**src/rtl/uart_tx_frame.sv**
```systemverilog
// UART transmit framer: start bit, DATA bits LSB first, optional parity, stop bit; one bit per CLK.
// Parity support is compiled in only when UART_TX_PARITY_EN is defined.
module uart_tx_frame #(
  parameter int unsigned DATA = 8
) (
  input  logic            CLK,
  input  logic            RST,
  input  logic [DATA-1:0] P_DATA,
  input  logic            DATA_VALID,
  input  logic            PAR_EN,
  input  logic            PAR_TYP,
  output logic            TX_OUT,
  output logic            Busy
);

  localparam int unsigned CW = $clog2(DATA + 1);

  localparam logic [2:0] S_IDLE   = 3'd0;
  localparam logic [2:0] S_START  = 3'd1;
  localparam logic [2:0] S_DATA   = 3'd2;
`ifdef UART_TX_PARITY_EN
  localparam logic [2:0] S_PARITY = 3'd3;
`endif
  localparam logic [2:0] S_STOP   = 3'd4;

  logic [2:0]      state_q, state_d;
  logic [CW-1:0]   cnt_q, cnt_d;
  logic [DATA-1:0] shadow_q, shadow_d;
  logic            tx_q, tx_d;
  logic            busy_q, busy_d;
  logic [CW-1:0]   cnt_inc_c;
  logic            next_bit_c;

`ifdef UART_TX_PARITY_EN
  logic par_en_q, par_en_d;
  logic par_typ_q, par_typ_d;
  logic par_bit_c;
  assign par_bit_c = par_typ_q ? ~(^shadow_q) : (^shadow_q);
`else
  logic unused_par_c;
  assign unused_par_c = PAR_EN ^ PAR_TYP;
`endif

  // Select shadow bit by a counter value without a width-mismatched index
  function automatic logic pick_bit(input logic [DATA-1:0] w, input logic [CW-1:0] idx);
    logic b;
    b = 1'b0;
    for (int unsigned i = 0; i < DATA; i++) begin
      if (idx == CW'(i)) b = w[i];
    end
    return b;
  endfunction

  assign cnt_inc_c  = cnt_q + CW'(1);
  assign next_bit_c = pick_bit(shadow_q, cnt_inc_c);

  // Next state; TX_OUT is loaded with the bit belonging to the next state
  always_comb begin
    state_d  = state_q;
    cnt_d    = cnt_q;
    shadow_d = shadow_q;
    tx_d     = tx_q;
    busy_d   = busy_q;
`ifdef UART_TX_PARITY_EN
    par_en_d  = par_en_q;
    par_typ_d = par_typ_q;
`endif
    case (state_q)
      S_IDLE, S_STOP: begin
        if (DATA_VALID) begin
          state_d  = S_START;
          shadow_d = P_DATA;
`ifdef UART_TX_PARITY_EN
          par_en_d  = PAR_EN;
          par_typ_d = PAR_TYP;
`endif
          tx_d     = 1'b0;
          busy_d   = 1'b1;
        end else begin
          state_d = S_IDLE;
          tx_d    = 1'b1;
          busy_d  = 1'b0;
        end
      end
      S_START: begin
        state_d = S_DATA;
        cnt_d   = '0;
        tx_d    = shadow_q[0];
      end
      S_DATA: begin
        cnt_d = cnt_inc_c;
        if (cnt_q == CW'(DATA - 1)) begin
`ifdef UART_TX_PARITY_EN
          if (par_en_q) begin
            state_d = S_PARITY;
            tx_d    = par_bit_c;
          end else begin
            state_d = S_STOP;
            tx_d    = 1'b1;
          end
`else
          state_d = S_STOP;
          tx_d    = 1'b1;
`endif
        end else begin
          tx_d = next_bit_c;
        end
      end
`ifdef UART_TX_PARITY_EN
      S_PARITY: begin
        state_d = S_STOP;
        tx_d    = 1'b1;
      end
`endif
      default: begin
        state_d = S_IDLE;
        tx_d    = 1'b1;
        busy_d  = 1'b0;
      end
    endcase
  end

  always_ff @(posedge CLK or negedge RST) begin
    if (!RST) begin
      state_q  <= S_IDLE;
      cnt_q    <= '0;
      shadow_q <= '0;
      tx_q     <= 1'b1;
      busy_q   <= 1'b0;
`ifdef UART_TX_PARITY_EN
      par_en_q  <= 1'b0;
      par_typ_q <= 1'b0;
`endif
    end else begin
      state_q  <= state_d;
      cnt_q    <= cnt_d;
      shadow_q <= shadow_d;
      tx_q     <= tx_d;
      busy_q   <= busy_d;
`ifdef UART_TX_PARITY_EN
      par_en_q  <= par_en_d;
      par_typ_q <= par_typ_d;
`endif
    end
  end

  assign TX_OUT = tx_q;
  assign Busy   = busy_q;

endmodule

```
**config.mk**
```make
export PLATFORM = sky130hd
export DESIGN_NAME = uart_tx_frame
export DESIGN_NICKNAME = d
export VERILOG_FILES = /design/src/rtl/uart_tx_frame.sv
export SDC_FILE = /design/constraint.sdc
export NUM_CORES = 1
export LEC_CHECK = 0
export ABC_AREA = 1
export ABC_CLOCK_PERIOD_IN_PS = 1400
export CAP_MARGIN = 25
export CORE_MARGIN = 2
export CORE_UTILIZATION = 45
export DETAILED_ROUTE_END_ITERATION = 7
export PLACE_DENSITY_LB_ADDON = 0.15
export SYNTH_ARGS = -nofsm -noshare
export SYNTH_HDL_FRONTEND = slang
export SYNTH_SLANG_ARGS = --single-unit
```
**constraint.sdc**
```tcl
create_clock -name CLK -period 1.4 [get_ports CLK]
set_input_delay 0.28 -clock CLK [delete_from_list [all_inputs] [get_ports CLK]]
set_output_delay 0.28 -clock CLK [all_outputs]
set_load 0.01 [all_outputs]
```
* Word level (Yosys, flattened, before mapping)
Cells that the tools add are included.
** Storage, ports and cells
- Output and inout bits :: 2
- Register bits :: 17
** Operators by class
- Reductions and logical operators :: 6
- Add/sub/neg operators :: 1
- Mux-type cells :: 17
- Eq/ne operators :: 12
** Operators with widths (count)
- $eq 4x3->1 const B :: 5
- $mux 1 :: 12
- $pmux 3 s3 :: 1
- $eq 4x2->1 const B :: 2
- $pmux 4 s2 :: 1
- $add 4x1->4 const B :: 1
- $eq 4x1->1 const B :: 1
- $logic_not 4->1 :: 1
- $reduce_or 2->1 :: 2
- $eq 3x1->1 const B :: 1
- $eq 3x2->1 const B :: 1
- $eq 3x3->1 const B :: 1
- $logic_not 3->1 :: 1
- $mux 3 :: 1
- $pmux 1 s3 :: 1
- $ne 2x2->1 const B :: 1
- $pmux 1 s2 :: 1
- $reduce_and 2->1 :: 1
- $reduce_bool 2->1 :: 1

* Depth between registers and ports, before layout
Gate-level depths: netlist of the first run.
- Depth after elaboration :: 12
- Gate-level depth with buffers :: 11

* Worst setup path before layout of the first run
Ideal clock, no wire load.
- Path type :: flip-flop to flip-flop
- From :: reg cnt_q[0]
- To :: reg tx_q, in the netlist TX_OUT
- Setup time :: 0.080 ns
- Buffers on the path :: 0
- Data required time :: 1.320 ns
- Arrival time :: 1.154 ns
- Cell stages (with the launch flop) :: 12
- Path slack :: 0.167 ns
- Cells stage by stage :: dfrtp_1 > ha_1 > inv_1 > nand2_2 > nand2_2 > nand3_2 > nand2_1 > nand2_1 > nand2_1 > nand2_1 > nand2_1 > nand2_1
** On the way
- Word-level cells in the longest chain between the ends :: 12
- Elaborated cells between the ends (all ways) :: 20
** Ends and longest elaborated chain
- start, declared :: RTL line 27 : logic [CW-1:0] cnt_q, cnt_d;
- start signal, assigned :: RTL line 136 : cnt_q <= cnt_d;
- $add 4x1->4 :: RTL line 54 : assign cnt_inc_c = cnt_q + CW'(1);
- $logic_not 4->1 :: RTL line 49 : if (idx == CW'(i)) b = w[i];
- $mux 1 (8 in a row) :: RTL line 49
- $mux 1 * :: RTL line 92 : if (cnt_q == CW'(DATA - 1)) begin
- $pmux 1 s3 * :: RTL line 68 : case (state_q)
- net tx_d :: RTL line 29 : logic tx_q, tx_d;
- end signal, assigned :: RTL line 138 : tx_q <= tx_d;
- end, declared :: RTL line 29
Mark *: on every way through the listed nets, which the timed path passes. The rest lies on a longest branch.
A chain may end at the register's enable or synchronous reset.

* Worst setup path after layout of the first run
- From :: reg cnt_q[1]
- To :: reg tx_q, in the netlist TX_OUT
The elaborated chain is that of the path after synthesis.

==> summary.md, run 1 <==
| Metric | Value |
|---|---|
| Clock Skew | `about 9.1 ps` |
| Placed Instances | `150` |
| Detailed Place HPWL | `between 1 and 1.5 mm` |
| DR WL met3 | `60 um` |
| Post-Syn Area | `870 um^2` |
| Slew @ Worst Pin | `approximately 240 ps` |
| Avg Cell Area, Syn | `7.98 um^2` |
| Delay-heaviest family, CP | `simple AND/OR/NAND/NOR gates` |
| Cell count after synthesis | `approximately 110` |
| Most frequent CP cell | `nand2_1` |
| RePlAce Congestion | `0.847` |
| Initial antenna violation count | `0` |
| Final Setup Violations | `0` |
| Inserted Diodes | `0` |
| Die X | `48.0 um` |
| Worst EP arrival | `1590 ps` |
| Synth top area share | `46.0%` |
| RSZ-0062 raised after global routing | `true` |
| Total wire length | `approximately 1.8 mm` |
| CTS tree | `done` |
| Top sig layer | `met4` |
| Power, Total | `between 2 and 2.5 mW` |
| Gr usage total | `18.7%` |
| Pwr dens | `1980 nW/um^2` |
| Slowest CP cell | `dfrtp_2` |
| Worst Path Buf+Inv | `1` |
| Slew HR | `83.7%` |
| Worst path cell trace | `ha_4 -> inv_2 -> nand2_2 -> nand2_4 -> nand3_2 -> nand2_1 -> nand2_1 -> nand2_1 -> nand2_1 -> nand2_1 -> nand2_1` |
| Max H-tree Level | `1` |
| Layout area overhead | `33.8%` |
| Critical path capture point type | `flop` |
| Worst setup path end | `TX_OUT` |
| Critical path data required time | `1630 ps` |
| Vias per cell | `4.68` |
| Crit start category | `flop` |
| Hold WS | `296 ps` |
| MaxCap Viol Count | `0` |
| DRC viols | `0` |
| Sequential share of the synthesized area | `49.1%` |
| Leak pwr | `0.578 nW` |
| Die area | `2300 um^2` |
| Tmin final | `1360 ps` |
| Layout Nets | `151` |
| Reg-to-Reg Start | `cnt_q[1]` |
| Std cell rows | `15` |
| CTS buffer count | `3` |
| Synth warnings | `0` |
| Synth Register Bits | `17` |
| Endpoint of the worst register-to-register path | `TX_OUT` |
| Critical Path Start | `cnt_q[1]` |
| WL met1 | `796 um` |
| Initial Util | `about half` |
| Slew Viols, Final | `0` |
| Type of the worst setup path | `flop to flop` |
| Largest net degree at the start of global routing | `18` |
| Area leader, netlist | `dfrtp_1` |
| Fillers | `164` |
| Hold_buf cts | `0` |
| Status | `finished, final reports clean` |
| Average wire per standard cell | `11.5 um` |
| Core ar. | `around 1800 um^2` |
| Max frequency | `roughly 740 MHz` |
| Most frequent cells in the layout | `nand2_1 (43), dfrtp_1 (14), clkdlybuf4s50_1 (10), inv_1 (9)` |
| Synth unique cells | `17` |
| Antenna-violating nets left | `0` |
| First-pass GRT wire length | `2.88 mm` |
| Clock sinks | `17` |
| Type of the most critical hold path | `primary input to async pin` |
| VDD IR max | `0.00108 V` |
| Clock Pin Slew Worst Setup and Hold Paths | `100 ps` |
| Post-route clock period utilization | `96.8%` |
| Commonest non-fill, non-tap cell in the layout | `nand2_1` |
| I/O Buffers | `12` |
| Vias in the first global route | `681` |
| Total number of vias | `735` |
| CP Depth | `11` |
| DR WL met2 | `906 um` |
| Final Hold Vio Count | `0` |
| Top cells by area, synth | `dfrtp_1 (46%), nand2_1 (19%), ha_1 (7.2%), inv_1 (5.2%), nand3_1 (4.6%)` |
| Clock Latency Late Sink | `290 ps` |
| Largest stage delay on the critical path | `470 ps` |
| Minimum setup slack among reg-to-reg paths | `40 ps` |
| Total grt overflow | `0` |
| I/O pins | `15` |
| Layout cells sized above 1 | `approximately 24%` |
| Worst-path fanout max | `4` |
| Drt first-iter violations | `16` |
| Synthesized Nets | `127` |
| Clock Path Buffers | `2` |
| FF-to-FF path depth | `11` |
| Fin cells | `157` |
| 1st-pass router iterations | `4` |
| Clk root buf | `clkbuf_4` |
| Die height | `48.0 um` |
## flip-flops by register name, indices dropped and copies added, names as in the netlist
| register | flops |
|---|---|
| shadow_q | 8 |
| cnt_q | 4 |
| state_q | 3 |
| Busy | 1 |
| TX_OUT | 1 |
## final cells by class
| type | instances | area [um^2] | share of cell area, % |
|---|---|---|---|
| multi-input combinational | 76 | 434 | 37.3 |
| sequential | 17 | 429 | 36.9 |
| timing repair buffer | 20 | 186 | 16.0 |
| inverter | 15 | 56.3 | 4.84 |
| tap | 25 | 31.3 | 2.69 |
| clock buffer | 4 | 26.3 | 2.26 |
## cells by family (layout without fill, tap and decap cells)
| family | count (synthesis) | after routing | share of synthesized area, % |
|---|---|---|---|
| flip-flops | 17 | 17 | 49.1 |
| AO/OA/AOI/OAI | 5 | 5 | 3.16 |
| XOR/XNOR | 1 | 1 | 1.01 |
| buffers and inverters | 16 | 39 | 7.34 |
| AND/OR/NAND/NOR | 65 | 65 | 32.2 |
| adder cells (fa/ha/maj) | 5 | 5 | 7.19 |
## through the flow
| step | cell area, um^2 | setup TNS (ps) | setup slack, ps | utilization, % |
|---|---|---|---|---|
| floorplan | 870 | 0 | 167 | - |
| global placement | 1050 | 0 | 46.6 | 59.6 |
| detailed placement | 1050 | 0 | 2.86 | 59.6 |
| CTS | 1080 | 0 | 0.636 | 61.3 |
| global route | 1160 | -64.1 | -64.1 | 66.0 |
| finish | 1160 | 0 | 44.5 | 66.0 |
## cells in the mapped netlist, drive strengths merged
| cell type | count |
|---|---|
| nand2 | 49 |
| dfrtp | 16 |
| inv | 14 |
| nand3 | 10 |
| ha | 5 |
| nor2 | 5 |
| o21ai | 3 |
| o22ai | 2 |
| buf | 1 |
| clkinv | 1 |
| dfstp | 1 |
| nor3 | 1 |
| xor2 | 1 |
## routing by layer
metal	up-vias	global-route usage [%]
met2	17	29.9
met4	0	11.4
met5	-	0
met3	4	3.40
li1	382	-
met1	332	23.2
## power breakdown
part / total (mW) / leakage, nW / internal, mW / switching (mW)
sequential: 0.872 / 0.211 / 0.715 / 0.157
clock: 0.264 / 0.0150 / 0.111 / 0.153
combinational: 1.16 / 0.352 / 0.509 / 0.655
total: 2.30 / 0.578 / 1.34 / 0.965
## worst register-to-register path: cells and delay by family, from the launching register on
family | cells | cell delay, ps
adder cells (fa/ha/maj) | 1 | 200
buffers and inverters | 1 | 70
flip-flops | 1 | 470
AND/OR/NAND/NOR | 9 | 570
## how the worst min path moves through the flow
stage | to | slack, ps
global placement | Busy | 460
CTS | state_q[2] | 310
floorplan | Busy | -20
finish | state_q[1] | 300
global route | state_q[1] | 310
detailed placement | shadow_q[3] | 470
## what timing repair did
item | in CTS | in global routing
pin swaps | 0 | 2
resized for setup | 2 | 18
buffers inserted | 1 | 2
hold endpoints to repair | 0 | 0
setup endpoints to repair | 3 | 2
Note: power is estimated with default switching activity, not from simulation.
==> run 2: changes to the inputs <==
Settings changed: CORE_MARGIN 2 to default, CORE_UTILIZATION 45 to 50, CTS_CLUSTER_SIZE from default to 10.
==> summary.md, run 2 (same netlist as run 1, synthesis figures left out) <==
| Metric | Value |
|---|---|
| Worst setup path end | `TX_OUT` |
| CTS buffer count | `3` |
| Leak pwr | `roughly 0.57 nW` |
| Largest net degree at the start of global routing | `18` |
| Clock sinks | `17` |
| Total number of vias | `717` |
| Layout cells sized above 1 | `around 23%` |
| Initial Util | `55.8%` |
| Largest stage delay on the critical path | `roughly 520 ps` |
| Critical path capture point type | `output port` |
| Register with the most flip-flops | `shadow_q` |
| Layout area overhead | `29.9%` |
| Design area | `roughly 1100 um^2` |
| Total wire length | `1.70 mm` |
| Total grt overflow | `0` |
| Clock Skew | `1.64 ps` |
| Antenna-violating nets left | `0` |
| Final Hold Vio Count | `0` |
| Critical path data required time | `approximately 1100 ps` |
| Layout Nets | `149` |
| Drt first-iter violations | `14` |
| Die area | `1910 um^2` |
| Reg-to-Reg Start | `cnt_q[1]` |
| DRC viols | `0` |
| CP Depth | `1` |
| Most frequent cells in the layout | `nand2_1 (43), dfrtp_1 (14), clkdlybuf4s50_1 (10), inv_1 (9), nand3_1 (6)` |
| 1st-pass router iterations | `4` |
| Slew Viols, Final | `0` |
| Status | `finished, final reports clean` |
| Sw Share | `41.9%` |
| Die height | `43.7 um` |
| Clock share of power | `between 10% and 20%` |
| Commonest non-fill, non-tap cell in the layout | `nand2_1` |
| Die X | `43.7 um` |
| Sequential power share | `39.1%` |
| Gr usage total | `between 20% and 30%` |
| Clk root buf | `clkbuf_4` |
| Slew @ Worst Pin | `218 ps` |
| Worst EP arrival | `1060 ps` |
| Detailed Place HPWL | `between 1 and 1.5 mm` |
| VDD IR max | `0.00127 V` |
| Slew HR | `85.5%` |
| Clock Latency Late Sink | `280 ps` |
| Crit start category | `flop` |
| DP Area | `1040 um^2` |
| Clock Pin Slew Worst Setup and Hold Paths | `around 90 ps` |
| Worst Path Buf+Inv | `1` |
| RePlAce Congestion | `about 0.78` |
| Clock Path Buffers | `2` |
| Inserted Diodes | `0` |
| FF-to-FF path depth | `10` |
| Max reg flops | `8` |
| Type of the most critical hold path | `primary input to async pin` |
| I/O pins | `15` |
| I/O Buffers | `12` |
| Tmin final | `~1300 ps` |
| Gate power share | `between 40% and 50%` |
| First-pass GRT wire length | `2.82 mm` |
| Std cell rows | `14` |
| Post-route clock period utilization | `95.5%` |
| Pwr dens | `1980 nW/um^2` |
| Pint | `1.30 mW` |
| Average wire per standard cell | `11.6 um` |
| Max frequency | `748 MHz` |
| Slowest CP cell | `dfstp_2` |
| Type of the worst setup path | `flop to output port` |
| Delay-heaviest family, CP | `flip-flops` |
| Minimum setup slack among reg-to-reg paths | `100 ps` |
| Worst-path fanout max | `1` |
| Vias per cell | `a little under 5` |
| Hold_buf cts | `0` |
| Largest regs | `shadow_q (8), cnt_q (4), state_q (3)` |
| Switching power total | `between 0.9 and 1 mW` |
| Setup TNS | `0 ps` |
| Vias in the first global route | `661` |
| Critical Path Start | `TX_OUT` |
| Max H-tree Level | `1` |
| Power, Total | `~2.2 mW` |
| Final Setup Violations | `0` |
| Initial antenna violation count | `0` |
| Endpoint of the worst register-to-register path | `TX_OUT` |
| MaxCap Viol Count | `0` |
| Core ar. | `1560 um^2` |
| Worst path cell trace | `dlygate4sd2_1` |
| CTS tree | `done` |
[run 2: cell types whose count changed in the layout (fill, tap and decap cells not counted)]
| cell | previous run | this run |
|---|---|---|
| inv_2 | 5 | 4 |
| ha_2 | 0 | 1 |
| buf_4 | 6 | 5 |
| ha_4 | 3 | 2 |
| inv_4 | 0 | 1 |
| nand2_2 | 5 | 4 |
| clkdlybuf4s15_1 | 1 | 0 |
| buf_6 | 2 | 1 |
| nand2_4 | 1 | 2 |
| dlygate4sd2_1 | 1 | 2 |
[run 2: how the worst min path moves through the flow]
stage,from,endpoint,slack (ps),cells after the start
3_5_place_dp,shadow_q[6],shadow_q[6],470,2
5_1_grt,RST,Busy,340,2
4_1_cts,RST,Busy,310,2
3_3_place_gp,Busy,Busy,460,2
6_report,RST,Busy,300,2
2_1_floorplan,RST,Busy,-20,0
[run 2: through the flow]
stage	setup slack (ps)	util (%)	hold slack (ps)	instances
after floorplan	167	-	-15.6	109
after CTS	8.92	68.2	310	145
after detailed placement	26.9	66.7	475	141
after global routing	-8.65	72.5	341	146
after global placement	44.4	66.7	460	141
final	62.5	72.5	303	146
[run 2: layout make-up]
cell class | count | area (um^2)
sequential | 17 | 429
inverter | 15 | 58.8
tap | 16 | 20.0
clock buffer | 4 | 26.3
fill | 122 | 429
multi-input combinational | 76 | 429
timing repair buffer | 18 | 166
[run 2: power groups by stage]
stage	sequential, mW	combinational (mW)	clock, mW
CTS	0.848	0.977	0.260
global placement	0.850	0.954	0
finish	0.874	1.10	0.259
global route	0.893	1.26	0.283
floorplan	0.838	0.672	0
detailed placement	0.858	0.988	0
[run 2: timing repair]
item                       in CTS  in global routing
setup endpoints to repair       2                  1
resized for setup               2                 17
hold endpoints to repair        0                  0
setup buffers                   0                  1
pin swaps                       0                  3
[run 2: per-layer routing]
layer  wire length (um)  track usage (%)  vias to the layer above
met5                  0                0                        -
met4                 27             9.38                        0
met1                780             29.6                      320
li1                   -                -                      376
met2                816             30.7                       16
met3                 74             2.50                        5
==> run 3: changes to the inputs <==
Settings changed: CELL_PAD_IN_SITES_DETAIL_PLACEMENT from default to 1, CELL_PAD_IN_SITES_GLOBAL_PLACEMENT from default to 1, CORE_UTILIZATION 50 to 37.
==> summary.md, run 3 (same netlist as run 1, synthesis figures left out) <==
| Metric | Value |
|---|---|
| Status | `finished, final reports clean` |
| RSZ-0062 raised after global routing | `true` |
| DRC viols | `0` |
| MaxCap Viol Count | `0` |
| Tmin final | `roughly 1400 ps` |
| CTS tree | `done` |
| Slew @ Worst Pin | `roughly 230 ps` |
| Largest regs | `shadow_q (8), cnt_q (4), state_q (3)` |
| Most frequent cells in the layout | `nand2_1 (43), dfrtp_1 (14), clkdlybuf4s50_1 (10), buf_4 (10), inv_1 (8)` |
| Slew Viols, Final | `0` |
| Detailed Place HPWL | `1.45 mm` |
| Clock Skew | `5.72 ps` |
| Max frequency | `718 MHz` |
| Clock sinks | `17` |
| Max reg flops | `8` |
| Die X | `50.5 um` |
| Initial Util | `39.3%` |
| Worst EP arrival | `1620 ps` |
| Util after Layout | `53.8%` |
| Hold WS | `319 ps` |
| I/O pins | `15` |
| Worst-path fanout max | `5` |
| Final setup margin | `7.53 ps` |
| Crit start category | `flop` |
| Place WS | `-44.8 ps` |
| Die height | `between 50 and 60 um` |
| Slew HR | `between 80% and 90%` |
| RePlAce Congestion | `0.773` |
| Setup TNS | `0 ps` |
| Layout area overhead | `37.0%` |
| Commonest non-fill, non-tap cell in the layout | `nand2_1` |
| Clock Pin Slew Worst Setup and Hold Paths | `100 ps` |
| Clock Path Buffers | `2` |
| Clock Latency Late Sink | `290 ps` |
| Post-route clock period utilization | `99.5%` |
| Critical path data required time | `1630 ps` |
| Std cell rows | `17` |
| Drt first-iter violations | `4` |
| Vias in the first global route | `770` |
| 1st-pass router iterations | `4` |
| Antenna-violating nets left | `0` |
| Final Setup Violations | `0` |
| Leak pwr | `0.590 nW` |
| Minimum setup slack among reg-to-reg paths | `8 ps` |
| Critical path capture point type | `flop` |
| First-pass GRT wire length | `3.52 mm` |
| Vias per cell | `roughly 4.7` |
| Total wire length | `2.10 mm` |
| Largest net degree at the start of global routing | `18` |
| Core ar. | `~2200 um^2` |
| Die area | `2550 um^2` |
| Gr usage total | `18.7%` |
| Inserted Diodes | `0` |
| Clk root buf | `clkbuf_4` |
| Register with the most flip-flops | `shadow_q` |
| Final Hold Vio Count | `0` |
| Type of the worst setup path | `flop to flop` |
| Total grt overflow | `0` |
| VDD IR max | `roughly 0.0010 V` |
| Layout cells sized above 1 | `26.1%` |
| Total number of vias | `765` |
| DP Area | `1050 um^2` |
| Hold_buf cts | `0` |
| Pwr dens | `2010 nW/um^2` |
| Design area | `1190 um^2` |
| Layout Nets | `153` |
| Initial antenna violation count | `0` |
| I/O Buffers | `12` |
| CTS buffer count | `3` |
| Average wire per standard cell | `between 10 and 15 um` |
| Max H-tree Level | `1` |
| Type of the most critical hold path | `primary input to async pin` |
run 3: cell types whose count changed in the layout (fill, tap and decap cells not counted), sizes merged:
cell / delta
buf: +4
run 3: what timing repair did:
action	CTS	global route
pin swaps	0	8
gates resized for setup	5	17
endpoints found under the setup margin	3	1
setup buffers	3	2
run 3: worst paths after layout:
path                             start  depth (start not counted)          end
setup / recovery              cnt_q[1]                         11       TX_OUT
hold / removal                     RST                          2  shadow_q[7]
setup reg to reg              cnt_q[1]                         11       TX_OUT
hold reg to reg            shadow_q[7]                          2  shadow_q[7]
max in group asynchronous          RST                          2       TX_OUT
min in group CLK           shadow_q[7]                          2  shadow_q[7]
run 3: layer usage:
layer | vias to the layer above | share of wire (%) | GRT usage (%)
met4 | 0 | 1.5 | 9.72
li1 | 384 | - | -
met2 | 8 | 49 | 29.1
met3 | 4 | 1.7 | 1.82
met5 | - | 0 | 0
met1 | 369 | 48 | 25.8
run 3: power by group:
part           leakage [nW]  internal [mW]  switching (mW)  total (mW)
Sequential            0.211          0.715           0.175       0.890
Combinational         0.364          0.543           0.692        1.23
Clock                0.0150          0.111           0.154       0.265
run 3: critical path: stages (launching register included):
cell	delay [ps]
dfrtp_2	480
ha_4	200
inv_4	70
nand2_4	50
nand2_4	90
nand3_2	50
nand2_1	70
nand2_1	60
nand2_1	70
nand2_1	60
nand2_1	70
nand2_1	50
run 3: per-stage QoR:
step           instances  total power, mW
2_1_floorplan        109             1.51
3_5_place_dp         153             1.88
3_3_place_gp         153             1.83
5_1_grt              162             2.61
6_report             162             2.39
4_1_cts              160             2.21
run 3: final cells by class:
type | instances | area, um^2
Fill cell | 283 | 1020
Multi-Input combinational cell | 76 | 449
Sequential cell | 17 | 429
Timing Repair Buffer | 22 | 193
Inverter | 15 | 58.8
Tap cell | 28 | 35.0
Clock buffer | 4 | 26.3
==> patch: new RTL, flow settings as in run 3 <==
Add an input register stage for `P_DATA` and `DATA_VALID`, with the module's reset; this delays them by one clock. The other inputs are not delayed to match.
--- a/src/rtl/uart_tx_frame.sv
+++ b/src/rtl/uart_tx_frame.sv
@@ -22,6 +22,19 @@
   localparam logic [2:0] S_PARITY = 3'd3;
 `endif
   localparam logic [2:0] S_STOP   = 3'd4;
+
+  logic [DATA-1:0] P_DATA_q;
+  logic DATA_VALID_q;
+
+  always_ff @(posedge CLK or negedge RST) begin
+    if (!RST) begin
+      P_DATA_q     <= '0;
+      DATA_VALID_q <= '0;
+    end else begin
+      P_DATA_q     <= P_DATA;
+      DATA_VALID_q <= DATA_VALID;
+    end
+  end
 
   logic [2:0]      state_q, state_d;
   logic [CW-1:0]   cnt_q, cnt_d;
@@ -67,9 +80,9 @@
 `endif
     case (state_q)
       S_IDLE, S_STOP: begin
-        if (DATA_VALID) begin
+        if (DATA_VALID_q) begin
           state_d  = S_START;
-          shadow_d = P_DATA;
+          shadow_d = P_DATA_q;
 `ifdef UART_TX_PARITY_EN
           par_en_d  = PAR_EN;
           par_typ_d = PAR_TYP;
Check against the original RTL: not equivalent (a bounded check fails within 4 cycles, from zero or initial values and one cycle with RST low).
==> patch against run 3 <==
Area after synthesis grew 31%; combinational power shrank 9.8%; power grew 12%; setup slack gained 0.036 ns; design area grew 17%; sequential share of layout area grew 11 points; worst hold slack lost 0.061 ns; sequential cell count grew 9; global-route usage shrank 3.3 points; first-iteration DRC count grew 130%; non-clock buffer count shrank 4; wire length grew 13%; critical endpoint unchanged; largest cell class is now sequential cells; largest power group is now sequential cells; highest routed layer unchanged.
==> patch: results (changes against run 3) <==
[global_route]
grtUsageMet1=0.186  ; -0.0715
use_met2=0.267  ; -0.0237
antenna_found_initial=0  ; unchanged
grt_usage=0.155  ; -0.0327
grt_max_degree=19  ; +1
grtUsageMet3=0.0272  ; +0.00903
grt_pass1_wl_um=3800  ; +7.8%

[place]
dp.cells=166  ; +8.5%
place_area_mm2=0.00131  ; +25%
place_congestion=0.750  ; -3.0%
dp_hpwl_um=1700  ; +18%
dp_slack_ns=-0.0131  ; +0.0317 ns

[yosys]
synth_common_cells=nand2_1 (41), dfrtp_1 (25), inv_1 (13)
synth_cell_types=22  ; +5
synth_area_leaders=dfrtp_1 (55%), nand2_1 (14%), ha_1 (5.5%)
syn_nets=138  ; +8.7%
seq_area_frac_synth=0.574  ; +0.0831
postSynthCellCount=120  ; +10%

[run_status]
status=complete, no violations

[clocking]
clock_latency_ns=0.32  ; +0.03 ns
cts.clk_slew.worst_paths_ns=0.14  ; +0.04 ns
cts_buffer_depth=2  ; unchanged

[drt]
first_pass_iters=2  ; -2
routed_wl_um=2380  ; +13%
met2_length_um=1260  ; +22%
drtIter0Drc=9  ; +5
wl_met3_um=64  ; +78%
wl_met1_um=1020  ; +1.6%
detail_route.wl_per_cell_um=13.8  ; +6.6%
vias=849  ; +11%

[layout]
layout-drive-gt1-share=0.206  ; -0.0555
reg.largest.list=P_DATA_q x8, shadow_q x8, cnt_q x4
layout.nets=160  ; +4.6%
fill_cells=328  ; +16%

[power]
pg_seq_mw=1.20  ; +35%
pg_comb_mw=1.11  ; -9.8%
p_leak_nw=0.681  ; +15%
internal-power_mw=1.61  ; +18%
pwr-share-seq=0.445  ; +0.073
irDropWorstVdd_mv=0.826  ; -21%

[worst_setup_path]
r2r_slack_ns=0.04  ; +0.04 ns
crit_arrival_ns=1.61
worstRegToRegCells=9  ; -2
max_stage_delay_ns=0.50  ; +0.02 ns
r2r_start=cnt_q[0]

[sta]
worst_pin_slew_ns=0.296  ; +0.0634 ns
skew_ns=0.00648  ; +0.000761 ns
period_needed_ns=1.36  ; -0.0359 ns
hold_ws_ns=0.258  ; -0.0608 ns

[patch: cell families (layout without fill, tap and decap cells)]
kind of cell / Yosys count / after routing / synth area share
buf+inv: 16 / 37 / 0.0639
simple gates: 65 / 65 / 0.269
compound gates: 8 / 8 / 0.0386
fa+ha+maj: 5 / 5 / 0.0551
flops: 26 / 26 / 0.574
[patch: critical path: cells and delay by family, from the launching register on]
family,cells,cell delay (ns)
simple gates,7,0.51
flops,1,0.50
fa+ha+maj,1,0.20
buf+inv,1,0.08
[patch: cell type report]
| class | count | area, um^2 | share of cell area |
|---|---|---|---|
| flip-flops and latches | 26 | 654 | 0.470 |
| clock buffers | 4 | 36.3 | 0.0261 |
| multi-input cells | 78 | 443 | 0.318 |
| inverters | 15 | 61.3 | 0.0440 |
| repair buffers | 18 | 159 | 0.114 |
| well taps | 31 | 38.8 | 0.0279 |
[patch: timing repair]
action | 4_1_cts | 5_1_grt
setup endpoints to repair | 3 | 2
resized for setup | 5 | 8
hold buffers | 0 | 0
setup buffers | 1 | 1
